==> config.mk <==
export PLATFORM = sky130hd
export DESIGN_NAME = reg_bank_ctrl
export DESIGN_NICKNAME = d
export VERILOG_FILES = /design/src/rtl/reg_bank_ctrl_pkg.sv /design/src/rtl/reg_bank_ctrl_rr_arbiter.sv /design/src/rtl/reg_bank_ctrl.sv
export SDC_FILE = /design/constraint.sdc
export NUM_CORES = 1
export LEC_CHECK = 0
export BUFFER_PORTS_ARGS = -buffer_cell sky130_fd_sc_hd__buf_2
export CORE_MARGIN = 2
export CORE_UTILIZATION = 43
export DETAILED_ROUTE_END_ITERATION = 8
export HOLD_SLACK_MARGIN = 0.12
export PLACE_DENSITY_LB_ADDON = 0.15
export SKIP_CTS_REPAIR_TIMING = 1
export SYNTH_ARGS = -nofsm -noshare
export SYNTH_HDL_FRONTEND = slang
export SYNTH_HIERARCHICAL = 1
export SYNTH_SLANG_ARGS = --single-unit
==> constraint.sdc <==
create_clock -name CLK -period 1.54 [get_ports CLK]
set_input_delay 0.154 -clock CLK [delete_from_list [all_inputs] [get_ports CLK]]
set_output_delay 0.154 -clock CLK [all_outputs]
set_load 0.02 [all_outputs]
==> src/rtl/reg_bank_ctrl_pkg.sv <==
// Shared types and default widths for the register-bank controller slice.
package reg_bank_ctrl_pkg;

  typedef enum logic [1:0] {
    IDLE   = 2'd0,
    ACCESS = 2'd1,
    DONE   = 2'd2
  } state_t;

  localparam int unsigned DEF_WIDTH  = 4;
  localparam int unsigned DEF_ADDR_W = 2;

endpackage

==> src/rtl/reg_bank_ctrl_rr_arbiter.sv <==
// Combinational round-robin arbiter: first valid requester at or after ptr, wrapping.
module reg_bank_ctrl_rr_arbiter #(
  parameter int unsigned NUM_REQ = 2
) (
  input  logic [NUM_REQ-1:0]         valid,
  input  logic [$clog2(NUM_REQ)-1:0] ptr,
  output logic [NUM_REQ-1:0]         grant,
  output logic [$clog2(NUM_REQ)-1:0] grant_idx,
  output logic                       grant_any
);

  localparam int unsigned ID_W = $clog2(NUM_REQ);

  // Wraparound search as two passes: indices >= ptr first, then indices below ptr.
  always_comb begin
    grant     = '0;
    grant_idx = '0;
    grant_any = 1'b0;
    for (int unsigned i = 0; i < NUM_REQ; i++) begin
      if (!grant_any && valid[i] && (ID_W'(i) >= ptr)) begin
        grant[i]  = 1'b1;
        grant_idx = ID_W'(i);
        grant_any = 1'b1;
      end
    end
    for (int unsigned i = 0; i < NUM_REQ; i++) begin
      if (!grant_any && valid[i] && (ID_W'(i) < ptr)) begin
        grant[i]  = 1'b1;
        grant_idx = ID_W'(i);
        grant_any = 1'b1;
      end
    end
  end

endmodule

==> src/rtl/reg_bank_ctrl.sv <==
// Arbitrates requesters onto a bank of tri-state register cells sharing one Q bus;
// each access runs IDLE (accept) -> ACCESS (strobe/enable) -> DONE (response).
module reg_bank_ctrl
  import reg_bank_ctrl_pkg::*;
#(
  parameter int unsigned NUM_REQ = 2,
  parameter int unsigned DEPTH   = 4,
  parameter int unsigned WIDTH   = DEF_WIDTH,
  parameter int unsigned ADDR_W  = DEF_ADDR_W
) (
  input  logic                       CLK,
  input  logic                       CLR,
  input  logic [NUM_REQ-1:0]         req_valid,
  input  logic [NUM_REQ-1:0]         req_we,
  input  logic [NUM_REQ*ADDR_W-1:0]  req_addr,
  input  logic [NUM_REQ*WIDTH-1:0]   req_wdata,
  output logic [NUM_REQ-1:0]         req_ready,
  output logic                       rsp_valid,
  output logic [$clog2(NUM_REQ)-1:0] rsp_id,
  output logic [WIDTH-1:0]           rsp_rdata,
  output logic                       rsp_err,
  output logic [DEPTH-1:0]           reg_load_n,
  output logic [DEPTH-1:0]           reg_oe_n,
  output logic [WIDTH-1:0]           reg_d,
  input  logic [WIDTH-1:0]           reg_q,
  output logic                       busy
);

  localparam int unsigned     ID_W    = $clog2(NUM_REQ);
  localparam logic [ADDR_W:0] DEPTH_L = (ADDR_W + 1)'(DEPTH);

  state_t              state, state_nx;
  logic [NUM_REQ-1:0]  grant;
  logic [ID_W-1:0]     grant_idx, rr_ptr;
  logic                grant_any;
  logic                sel_we;
  logic [ADDR_W-1:0]   sel_addr;
  logic [WIDTH-1:0]    sel_wdata;
  logic [ID_W-1:0]     lat_id;
  logic                lat_we;
  logic [ADDR_W-1:0]   lat_addr;
  logic [WIDTH-1:0]    lat_wdata;
  logic [WIDTH-1:0]    rdata_q;
  logic                err_q;
  logic                addr_ok;

  reg_bank_ctrl_rr_arbiter #(.NUM_REQ(NUM_REQ)) u_arb (
    .valid     (req_valid),
    .ptr       (rr_ptr),
    .grant     (grant),
    .grant_idx (grant_idx),
    .grant_any (grant_any)
  );

  always_comb begin
    sel_we    = 1'b0;
    sel_addr  = '0;
    sel_wdata = '0;
    for (int unsigned i = 0; i < NUM_REQ; i++) begin
      if (grant[i]) begin
        sel_we    = req_we[i];
        sel_addr  = req_addr[i*ADDR_W +: ADDR_W];
        sel_wdata = req_wdata[i*WIDTH +: WIDTH];
      end
    end
  end

  assign addr_ok = ({1'b0, lat_addr} < DEPTH_L);

  always_ff @(posedge CLK or posedge CLR) begin
    if (CLR) state <= IDLE;
    else     state <= state_nx;
  end

  always_comb begin
    state_nx = state;
    case (state)
      IDLE:    if (grant_any) state_nx = ACCESS;
      ACCESS:  state_nx = DONE;
      DONE:    state_nx = IDLE;
      default: state_nx = IDLE;
    endcase
  end

  always_ff @(posedge CLK or posedge CLR) begin
    if (CLR) begin
      rr_ptr    <= '0;
      lat_id    <= '0;
      lat_we    <= 1'b0;
      lat_addr  <= '0;
      lat_wdata <= '0;
      rdata_q   <= '0;
      err_q     <= 1'b0;
    end else begin
      if (state == IDLE && grant_any) begin
        lat_id    <= grant_idx;
        lat_we    <= sel_we;
        lat_addr  <= sel_addr;
        lat_wdata <= sel_wdata;
        rr_ptr    <= (grant_idx == ID_W'(NUM_REQ - 1)) ? '0 : grant_idx + ID_W'(1);
      end
      if (state == ACCESS) begin
        err_q   <= !addr_ok;
        rdata_q <= (!lat_we && addr_ok) ? reg_q : '0;
      end
    end
  end

  // Cell strobes decode only from state and latched request, so req_* never reaches the bank.
  always_comb begin
    req_ready  = '0;
    reg_load_n = '1;
    reg_oe_n   = '1;
    reg_d      = '0;
    rsp_valid  = 1'b0;
    rsp_id     = '0;
    rsp_rdata  = '0;
    rsp_err    = 1'b0;
    busy       = (state != IDLE);
    case (state)
      IDLE: req_ready = grant;
      ACCESS: begin
        for (int unsigned i = 0; i < DEPTH; i++) begin
          if (lat_addr == ADDR_W'(i)) begin
            if (lat_we) begin
              reg_load_n[i] = 1'b0;
              reg_d         = lat_wdata;
            end else begin
              reg_oe_n[i] = 1'b0;
            end
          end
        end
      end
      DONE: begin
        rsp_valid = 1'b1;
        rsp_id    = lat_id;
        rsp_rdata = rdata_q;
        rsp_err   = err_q;
      end
      default: ;
    endcase
  end

endmodule
; Word-level counts from Yosys, hierarchy flattened
; Index checks and enable logic that the tools add are counted.
[classes]
add_sub_neg = 1
n_reduce_logical = 14
eq_ne = 6
muxes = 44
order_cmp = 4
[ops]
columns = operator, count
row1 = $mux 4, 15
row2 = $mux 1, 24
row3 = $logic_and 1x1->1, 8
row4 = $mux 2, 4
row5 = $eq 2x2->1 const B, 3
row6 = $eq 2x1->1 const B, 2
row7 = $logic_not 2->1, 2
row8 = $pmux 2 s2, 1
row9 = $logic_not 1->1, 3
row10 = $ge 1x1->1 const A, 2
row11 = $lt 1x1->1 const A, 2
row12 = $ne 2x2->1 const B, 1
row13 = $reduce_bool 2->1, 1
row14 = $add 1x1->1 const B, 1
[word_totals]
elab_cells = 76
ff_bits = 15
output_inout_bits = 22

; Longest topological paths before layout
; Gate-level depths: netlist (run 1).
[logic_depth]
word_depth = 17
ltp_mapped = 6

; Cells and area by module
; The synthesis (run 1) kept the hierarchy.
[modules_own_cells]
columns = mod, cells_each, seq_area_each_um2, area_per_inst_um2, instances
row1 = reg_bank_ctrl, 90, 375.4, 799.5, 1
row2 = reg_bank_ctrl_rr_arbiter, 5, 0.0, 32.5, 1

; Worst setup path before layout (run 1)
; OpenSTA, ideal clock, no wires.
[synth_timing]
kind = register to output
start = register state[1]
end = output rsp_id
n_path_buf = 0
path_slack_ns = 0.232
arrival_time_ns = 1.154
path_stages_with_launch = 3
required_ns = 1.386
path_cell_list = dfrtp_1 nor2b_1 and2_1
[synth_via]
elab_chain_len = 2
[synth_rtl]
columns = item, line
row1 = from (decl), reg_bank_ctrl.sv:32  ; state_t state, state_nx;
row2 = from (signal assigned), reg_bank_ctrl.sv:72  ; else state <= state_nx;
row3 = $eq 2x2->1, reg_bank_ctrl.sv:120  ; case (state)
row4 = $mux 1, reg_bank_ctrl.sv:120
row5 = to (decl), reg_bank_ctrl.sv:19  ; output logic [$clog2(NUM_REQ)-1:0] rsp_id,
; No other way between the ends.

; Worst setup path in the final report (run 1)
[layout_timing]
start = register state[1]
end = output reg_oe_n[3]
[layout_via]
elab_chain_len = 2
[layout_rtl]
columns = item, line
row1 = $eq 2x1->1, reg_bank_ctrl.sv:120
row2 = $mux 4, reg_bank_ctrl.sv:120
row3 = to (decl), reg_bank_ctrl.sv:23  ; output logic [DEPTH-1:0] reg_oe_n,
; No other way between the ends.

==> results of run 1 <==
-- report_power, final --
group / total [µW] / leakage, µW / internal [µW] / switching [µW]
sequential: 750 / 0.000181 / 579 / 171
clock: 232 / 0.0000177 / 96.5 / 136
combinational: 1110 / 0.000437 / 492 / 617
-- worst max-delay path, cell delays in order, from the launching register on --
cell and delay (ns):
dfrtp_1 0.42, nand2b_4 0.20, nor2_2 0.17, nand3_1 0.11, buf_2 0.18
-- registers in the layout (all words and copies together), names as in the netlist --
signal and cells:
rdata_q 4, lat_addr 2, state 2, lat_wdata 4, lat_id 1, rr_ptr 1, lat_we 1
-- layout make-up --
class                      count  area share
timing repair inverter         1     0.00414
timing repair buffer          52       0.259
sequential                    15       0.312
clock inverter                 1     0.00414
tap                           25      0.0259
multi-input combinational     70       0.354
inverter                       6      0.0228
clock buffer                   3      0.0186
-- Yosys cell counts --
library cell / instances
or2_2: 1
nor3b_4: 1
a21oi_2: 2
conb_1: 1
nand3_1: 3
mux2i_1: 1
nor2_1: 11
buf_2: 1
clkbuf_1: 1
nand2_1: 15
dfrtp_1: 15
and2_4: 1
a22oi_1: 6
nor2b_1: 4
inv_1: 5
a21boi_1: 3
a31oi_1: 1
buf_6: 1
and3_1: 4
and2_1: 5
or2_1: 1
nand3b_1: 4
a21oi_1: 4
inv_2: 1
nand2b_1: 1
buf_4: 1
mux2_2: 1
-- worst max-delay path by stage --
stage              from            end  cells past startpoint
6_report       state[1]    reg_oe_n[3]                      4
3_5_place_dp   state[1]  reg_load_n[3]                      5
4_1_cts        state[1]  reg_load_n[3]                      5
2_1_floorplan  state[1]         rsp_id                      2
5_1_grt        state[1]    reg_oe_n[3]                      4
3_3_place_gp   state[1]  reg_load_n[3]                      5
-- stage by stage --
step | worst slack [ns] | std cells | utilization | hold slack (ns)
finish | 0.0302 | 173 | 0.685 | 0.110
global route | -0.0480 | 173 | 0.685 | 0.129
CTS | -0.172 | 165 | 0.621 | -0.0767
global placement | 0.192 | 161 | 0.606 | 0.241
detailed placement | 0.154 | 161 | 0.606 | 0.233
floorplan | 0.232 | 95 | - | 0.0555
-- kinds of logic (layout without fill, tap and decap cells) --
family | Yosys count | count (layout) | synth area share
simple gates | 51 | 51 | 0.325
compound gates | 16 | 16 | 0.134
flops | 15 | 15 | 0.451
buf+inv | 10 | 63 | 0.0601
mux | 2 | 2 | 0.0256
other cells | 1 | 1 | 0.00451
-- metal layers --
| metal | GRT usage | vias to the layer above | wire (µm) |
|---|---|---|---|
| li1 | - | 419 | - |
| met3 | 0.0377 | 4 | 142 |
| met4 | 0.0973 | 0 | 39 |
| met5 | 0 | - | 0 |
| met2 | 0.285 | 38 | 957 |
| met1 | 0.244 | 381 | 845 |
==> flow_metrics.py, run 1 <==
metrics = {
    "clocking": {
        "htree_num_levels": 1,
        "cts_tree": "built",
        "clockBufferDepth": 2,
        "cts-root-buf": "clkbuf_4",
        "cts.clk_slew.worst_paths_ns": 0.10,
        "cts.sinks": 15,
        "numCtsBuffers": 3,
        "clk_latency_ns": 0.29,
    },
    "die": {
        "io_pins": 44,
        "die-height_um": 48.0,
        "die_x_um": 48.0,
        "start_util": 0.472,
        "core_um2": 1760,
        "dieArea_um2": 2300,
        "placementRows": 15,
    },
    "global_route": {
        "grt_pass1_vias": 693,
        "antenna_found_initial": 0,
        "grtUsageTotal": 0.185,
        "grt_pass1_wl_um": 2960,
        "grt_max_degree": 17,
        "overflow": 0,
    },
    "synth": {
        "synth.distinct_cells": 27,
        "yosys-top-cells-area": "dfrtp_1, nand2_1, a22oi_1",
        "syn_nets": 117,
        "avgSynthCellArea_um2": 8.76,
        "synth_cells": 95,
        "yosys_warnings": 6,
        "ys_seq_area_frac": 0.451,
        "synth-seq-cells": 15,
        "synth.largest_area_cell": "dfrtp_1",
        "synth_area_um2": 832,
        "synth_top_area_frac": 0.451,
    },
    "finish": {
        "seq_area_um2": 377,
        "most-common-layout-cells": "buf_2, nand2_1, dfrtp_1",
        "multi_input_area_um2": 428,
        "fillers": 156,
        "diodes": 0,
        "syn_to_final_growth_pct": 45.3,
        "nets": 171,
        "final_area_um2": 1210,
        "final_common_cell": "buf_2",
        "drive_gt1_frac": 0.459,
    },
    "min_path": {
        "holdPathEnd": "rdata_q[3]",
        "hold_path_class": "in -> reg",
        "whs_path_depth": 3,
        "hp-start": "reg_q[3]",
    },
    "flow_run": {
        "cap_violations": 0,
    },
    "sta": {
        "setup_viol": 0,
        "period_minus_slack_ns": 1.51,
        "rsz0062_at_grt": "true",
        "max_slew_margin": 0.620,
        "worst_pin_slew_ns": 0.570,
        "period_share": 0.980,
        "drv_slew": 0,
        "finalHoldViolCount": 0,
        "skew_ns": 0.00362,
        "max_freq_mhz": 662,
        "setup_tns_ns": 0,
    },
    "critical_path": {
        "ff2ff_setup_slack_ns": 0.25,
        "crit_fanout": 6,
        "cp-end-kind": "primary output",
        "worst_setup_path_start_kind": "flop",
        "cp_data_required_time_ns": 1.39,
        "r2r_start": "state[1]",
        "crit_type": "reg -> out",
        "rr_worst_depth": 4,
        "cp.arrival_ns": 1.36,
        "worstReg2RegEnd": "rr_ptr",
    },
    "power": {
        "max-vdd-ir-drop_uv": 962,
        "total_power_uw": 2090,
        "p_leak_uw": 0.000636,
        "power.density_nw_per_um2": 1730,
    },
    "routing": {
        "firstDrtPassIters": 4,
        "wl_per_cell_um": 11.5,
        "routed_wl_um": 1980,
        "vias": 842,
        "via_per_inst": 4.87,
        "drt-initial-drc-count": 21,
        "drc": 0,
        "postRouteAntennaNets": 0,
    },
    "placed_design": {
        "routabilityCongestion": 0.785,
        "placed_area_um2": 1070,
        "io_buffers": 42,
        "hpwl_um": 1400,
    },
    "run_status": {
        "outcome": "finished, final reports clean",
    },
}
(Power assumes the default switching activity.)
==> run 2: changes to the inputs <==
ABC_AREA = 1   (was not set)
CORE_UTILIZATION = 44   (was 43)
==> run 2 against run 1 <==
Sequential power fell by 5.3%. Combinational power about the same. Non-clock buffer count stayed put. Highest routed layer unchanged. Maximum frequency rose by 3.5%. Clock skew up 0.0084 ns. Sequential share of layout area down 0.55 points. Wire length grew 8.8%. Critical endpoint is now reg_oe_n[0]. Register-to-register slack better by 0.04 ns. Critical path depth rose by 1. Hold slack improved by 0.050 ns. Setup slack better by 0.051 ns.
==> flow_metrics.py, run 2 <==
metrics = {
    "global_route": {
        "grt_pass1_wl_um": 3580,
        "grt_pass1_vias": 906,
        "antenna_found_initial": 0,
        "grtUsageTotal": 0.185,
        "overflow": 0,
        "grt_max_degree": 16,
    },
    "critical_path": {
        "crit_fanout": 8,
        "crit_type": "reg -> out",
        "ff2ff_setup_slack_ns": 0.29,
        "cp_cell_sequence": "inv_2 -> nand2_8 -> nor2_4 -> nand2_1 -> buf_2",
        "worst_setup_path_start_kind": "flop",
        "cp.arrival_ns": 1.31,
        "worst-path-buf-inv": 2,
        "crit_slowest_cell": "dfrtp_1",
        "path_delay_family": "flip-flops",
        "cp_data_required_time_ns": 1.39,
        "critical_path.max_stage_delay_ns": 0.40,
        "cp-end-kind": "primary output",
    },
    "die": {
        "start_util": 0.458,
        "die-height_um": 49.0,
        "die_x_um": 49.0,
        "placementRows": 16,
        "core_um2": 1940,
        "dieArea_um2": 2400,
        "io_pins": 44,
    },
    "placed_design": {
        "hpwl_um": 1550,
        "routabilityCongestion": 0.748,
        "dp_slack_ns": 0.291,
        "io_buffers": 42,
        "place_inst": 202,
    },
    "sta": {
        "fin_worst_hold_slack_ns": 0.160,
        "setup_viol": 0,
        "worst_pin_slew_ns": 0.564,
        "setup_ws_ns": 0.0809,
        "max_freq_mhz": 685,
        "max_slew_margin": 0.623,
        "drv_slew": 0,
        "period_share": 0.947,
        "finalHoldViolCount": 0,
        "period_minus_slack_ns": 1.46,
        "skew_ns": 0.0120,
    },
    "synth": {
        "yosys.area_share.xor_xnor": 0,
        "yosys-top-cells-count": "nand2_1, dfrtp_1, inv_1, nor2_1, nand3_1",
        "synth.largest_area_cell": "dfrtp_1",
        "synthArstFlopShare": 1.00,
        "yosys.area_share.simple": 0.433,
        "ys_seq_area_frac": 0.422,
        "synth-seq-cells": 15,
        "yosys-top-cells-area": "dfrtp_1, nand2_1, inv_1",
        "synth.area.mux_share": 0,
        "synth_most_common_cell": "nand2_1",
        "synth_top_area_frac": 0.422,
        "synth_edf_count": 0,
        "yosys_warnings": 6,
        "synth_top_family_by_area": "simple AND/OR/NAND/NOR gates",
        "synth_cells": 137,
        "synthAdderAreaFrac": 0,
        "synth_area_um2": 890,
        "avgSynthCellArea_um2": 6.49,
        "syn_nets": 159,
        "synth-compound-area-share": 0.0169,
        "synth.distinct_cells": 15,
        "synthFlopType": "dfrtp_1",
    },
    "routing": {
        "routed_wl_um": 2160,
        "via_per_inst": 4.45,
        "drt-initial-drc-count": 20,
        "postRouteAntennaNets": 0,
        "drc": 0,
        "vias": 956,
        "wl_per_cell_um": 10.0,
        "firstDrtPassIters": 4,
    },
    "power": {
        "power_frac_comb": 0.539,
        "p_leak_uw": 0.000736,
        "swShare": 0.486,
        "pwr-share-clk": 0.113,
        "net-switching-power_uw": 990,
        "internal_power_uw": 1050,
        "max-vdd-ir-drop_uv": 983,
        "power.density_nw_per_um2": 1660,
        "seqPwrFrac": 0.348,
        "total_power_uw": 2040,
    },
    "finish": {
        "fillers": 203,
        "final_cell_count_no_fill": 215,
        "utilization": 0.631,
        "nets": 211,
        "drive_gt1_frac": 0.324,
        "multi_input_area_um2": 418,
        "most-common-layout-cells": "nand2_1, buf_2, dfrtp_1",
        "seq_area_um2": 375,
        "syn_to_final_growth_pct": 37.8,
        "diodes": 0,
        "final_common_cell": "nand2_1",
        "top_regs": "lat_wdata (4), rdata_q (4)",
    },
    "clocking": {
        "clk_latency_ns": 0.29,
        "cts-root-buf": "clkbuf_4",
        "cts.clk_slew.worst_paths_ns": 0.10,
        "numCtsBuffers": 3,
        "cts_tree": "built",
        "clockBufferDepth": 2,
        "cts.sinks": 15,
        "htree_num_levels": 1,
    },
    "min_path": {
        "hold_path_class": "in -> reg",
    },
    "run_status": {
        "outcome": "finished, final reports clean",
    },
    "flow_run": {
        "cap_violations": 0,
    },
}
==> run 2: power groups by stage <==
stage | sequential, µW | combinational [µW] | clock [µW]
floorplan | 671 | 785 | 0
global placement | 697 | 963 | 0
detailed placement | 699 | 986 | 0
CTS | 692 | 990 | 232
global route | 736 | 1240 | 260
finish | 710 | 1100 | 230
==> run 2: layout make-up <==
class	count	share of cell area
multi-input cells	98	0.341
flip-flops and latches	15	0.306
repair buffers	52	0.243
inverters	19	0.0602
well taps	27	0.0276
clock buffers	3	0.0184
clock inverters	1	0.00408
==> run 2: worst paths after layout <==
| check | start | end | depth (start not counted) |
|---|---|---|---|
| min in group asynchronous | CLR | lat_id | 3 |
| hold reg to reg | lat_wdata[1] | lat_wdata[1] | 2 |
| setup reg to reg | rr_ptr | lat_wdata[0] | 7 |
| setup / recovery | state[1] | reg_oe_n[0] | 5 |
| hold / removal | req_wdata[6] | lat_wdata[2] | 5 |
| max in group asynchronous | CLR | lat_wdata[3] | 3 |
==> run 2: per-layer routing <==
metal  vias to the layer above  GRT usage  part of all wire
met1                       435      0.219              0.44
li1                        502          -                 -
met5                         -          0                 0
met2                        17      0.345              0.52
met3                         2     0.0307             0.031
met4                         0     0.0429            0.0074
==> run 2: worst min-delay path, stage by stage <==
cell	delay (ns)
buf_2	0.07
nand2_1	0.04
nand2_1	0.06
nand2_1	0.05
nand2_1	0.05
==> run 2: kinds of logic (layout without fill, tap and decap cells) <==
group / after synthesis / count (layout)
AOI/OAI and AO/OA: 3 / 3
DFF: 15 / 15
buffers and inverters: 24 / 75
other: 1 / 1
and+or+nand+nor: 94 / 94
==> run 2: stage by stage <==
| stage | TNS (ns) | cell area [µm²] |
|---|---|---|
| 2_1_floorplan | 0 | 890 |
| 3_3_place_gp | 0 | 1100 |
| 6_report | 0 | 1230 |
| 5_1_grt | -0.0478 | 1230 |
| 4_1_cts | -0.102 | 1130 |
| 3_5_place_dp | 0 | 1100 |
==> run 3: changes to the inputs <==
REMOVE_ABC_BUFFERS = 1   (was not set)
==> run 3 against run 2 <==
Largest power group unchanged. Wire length shrank 4.7%. Count of clock-buffer cells in the layout did not move. Register-to-register slack worse by 0.02 ns. Total power shrank 4.1%. Sequential share of layout area grew 0.61 points. Clock skew down 0.0091 ns. Die area stayed put. Non-clock buffer count down 2. Setup slack better by 0.029 ns.
==> flow_metrics.py, run 3 (same netlist as run 2, synthesis figures left out) <==
metrics = {
    "placed_design": {
        "io_buffers": 42,
        "hpwl_um": 1630,
        "routabilityCongestion": 0.715,
        "placed_area_um2": 1100,
        "dp_slack_ns": 0.308,
    },
    "sta": {
        "max_slew_margin": 0.617,
        "setup_ws_ns": 0.110,
        "period_share": 0.929,
        "rsz0062_at_grt": "true",
        "setup_tns_ns": 0,
        "max_freq_mhz": 699,
        "drv_slew": 0,
        "period_minus_slack_ns": 1.43,
        "skew_ns": 0.00291,
        "finalHoldViolCount": 0,
        "setup_viol": 0,
        "worst_pin_slew_ns": 0.574,
    },
    "finish": {
        "fillers": 198,
        "final_area_um2": 1200,
        "diodes": 0,
        "syn_to_final_growth_pct": 35.2,
        "nets": 209,
        "most-common-layout-cells": "nand2_1, buf_2, dfrtp_1",
        "utilization": 0.619,
        "top_regs": "lat_wdata (4), rdata_q (4)",
        "drive_gt1_frac": 0.317,
        "final_common_cell": "nand2_1",
    },
    "clocking": {
        "cts.clk_slew.worst_paths_ns": 0.10,
        "clockBufferDepth": 2,
        "htree_num_levels": 1,
        "numCtsBuffers": 3,
        "clk_latency_ns": 0.28,
        "cts_tree": "built",
        "cts.sinks": 15,
        "cts-root-buf": "clkbuf_4",
    },
    "min_path": {
        "holdPathEnd": "lat_we",
        "hp-start": "req_we[1]",
        "hold_path_class": "in -> reg",
        "whs_path_depth": 5,
    },
    "power": {
        "max-vdd-ir-drop_uv": 798,
        "power.density_nw_per_um2": 1630,
        "total_power_uw": 1950,
        "p_leak_uw": 0.000727,
    },
    "critical_path": {
        "worst-path-buf-inv": 2,
        "worst_setup_path_start_kind": "flop",
        "r2r_start": "rr_ptr",
        "cp.arrival_ns": 1.28,
        "crit_slowest_cell": "dfrtp_1",
        "critical_path.max_stage_delay_ns": 0.40,
        "ff2ff_setup_slack_ns": 0.27,
        "cp-end-kind": "primary output",
        "rr_worst_depth": 7,
        "cp_cell_sequence": "inv_2 -> nand2_4 -> nor2_4 -> nand2_1 -> buf_2",
        "path_delay_family": "flip-flops",
        "crit_type": "reg -> out",
        "worstReg2RegEnd": "lat_wdata[1]",
        "crit_fanout": 11,
        "cp_data_required_time_ns": 1.39,
    },
    "global_route": {
        "grt_max_degree": 16,
        "grt_pass1_vias": 931,
        "grt_pass1_wl_um": 3770,
        "antenna_found_initial": 0,
        "overflow": 0,
        "grtUsageTotal": 0.198,
    },
    "die": {
        "placementRows": 16,
        "dieArea_um2": 2400,
        "core_um2": 1940,
        "start_util": 0.458,
        "die-height_um": 49.0,
        "die_x_um": 49.0,
        "io_pins": 44,
    },
    "routing": {
        "drt-initial-drc-count": 6,
        "firstDrtPassIters": 4,
        "vias": 939,
        "via_per_inst": 4.41,
        "drc": 0,
        "postRouteAntennaNets": 0,
        "wl_per_cell_um": 9.66,
        "routed_wl_um": 2060,
    },
    "run_status": {
        "outcome": "finished, final reports clean",
    },
    "flow_run": {
        "cap_violations": 0,
    },
}
## run 3: routing by layer
metal	share of wire	vias to the layer above	track usage
met5	0	-	0
met4	0.0063	0	0.0190
met3	0.018	2	0.0491
met2	0.54	11	0.393
met1	0.44	433	0.216
li1	-	493	-
## run 3: report_power, final
group | switching [µW] | internal, µW
combinational | 679 | 344
sequential | 137 | 565
clock | 132 | 96.3
## run 3: worst reg2reg max path, stage by stage, from the launching register on
cell	delay, ns
dfrtp_1	0.40
nand2_1	0.10
nand2_1	0.09
nand2_1	0.08
nand3_2	0.20
inv_2	0.20
nand2_1	0.07
nand2_1	0.06
## run 3: cell type report
type / count / area, µm² / area share
Timing Repair Buffer: 50 / 283 / 0.235
Multi-Input combinational cell: 98 / 409 / 0.340
Inverter: 19 / 73.8 / 0.0614
Tap cell: 27 / 33.8 / 0.0281
Sequential cell: 15 / 375 / 0.312
Clock buffer: 3 / 22.5 / 0.0187
Clock inverter: 1 / 5.00 / 0.00416
## run 3: worst max-delay path by stage
stage	from	endpoint	depth (start not counted)
after detailed placement	state[1]	reg_oe_n[2]	5
final	state[1]	reg_oe_n[2]	5
after CTS	state[1]	reg_oe_n[2]	5
after global routing	state[1]	reg_oe_n[3]	5
after global placement	state[1]	reg_oe_n[2]	5
after floorplan	rr_ptr	req_ready[1]	4
## run 3: metrics by stage
stage,cells,hold WS (ns)
2_1_floorplan,132,0.0555
3_3_place_gp,202,0.229
3_5_place_dp,202,0.245
4_1_cts,206,-0.0687
5_1_grt,213,0.176
6_report,213,0.168
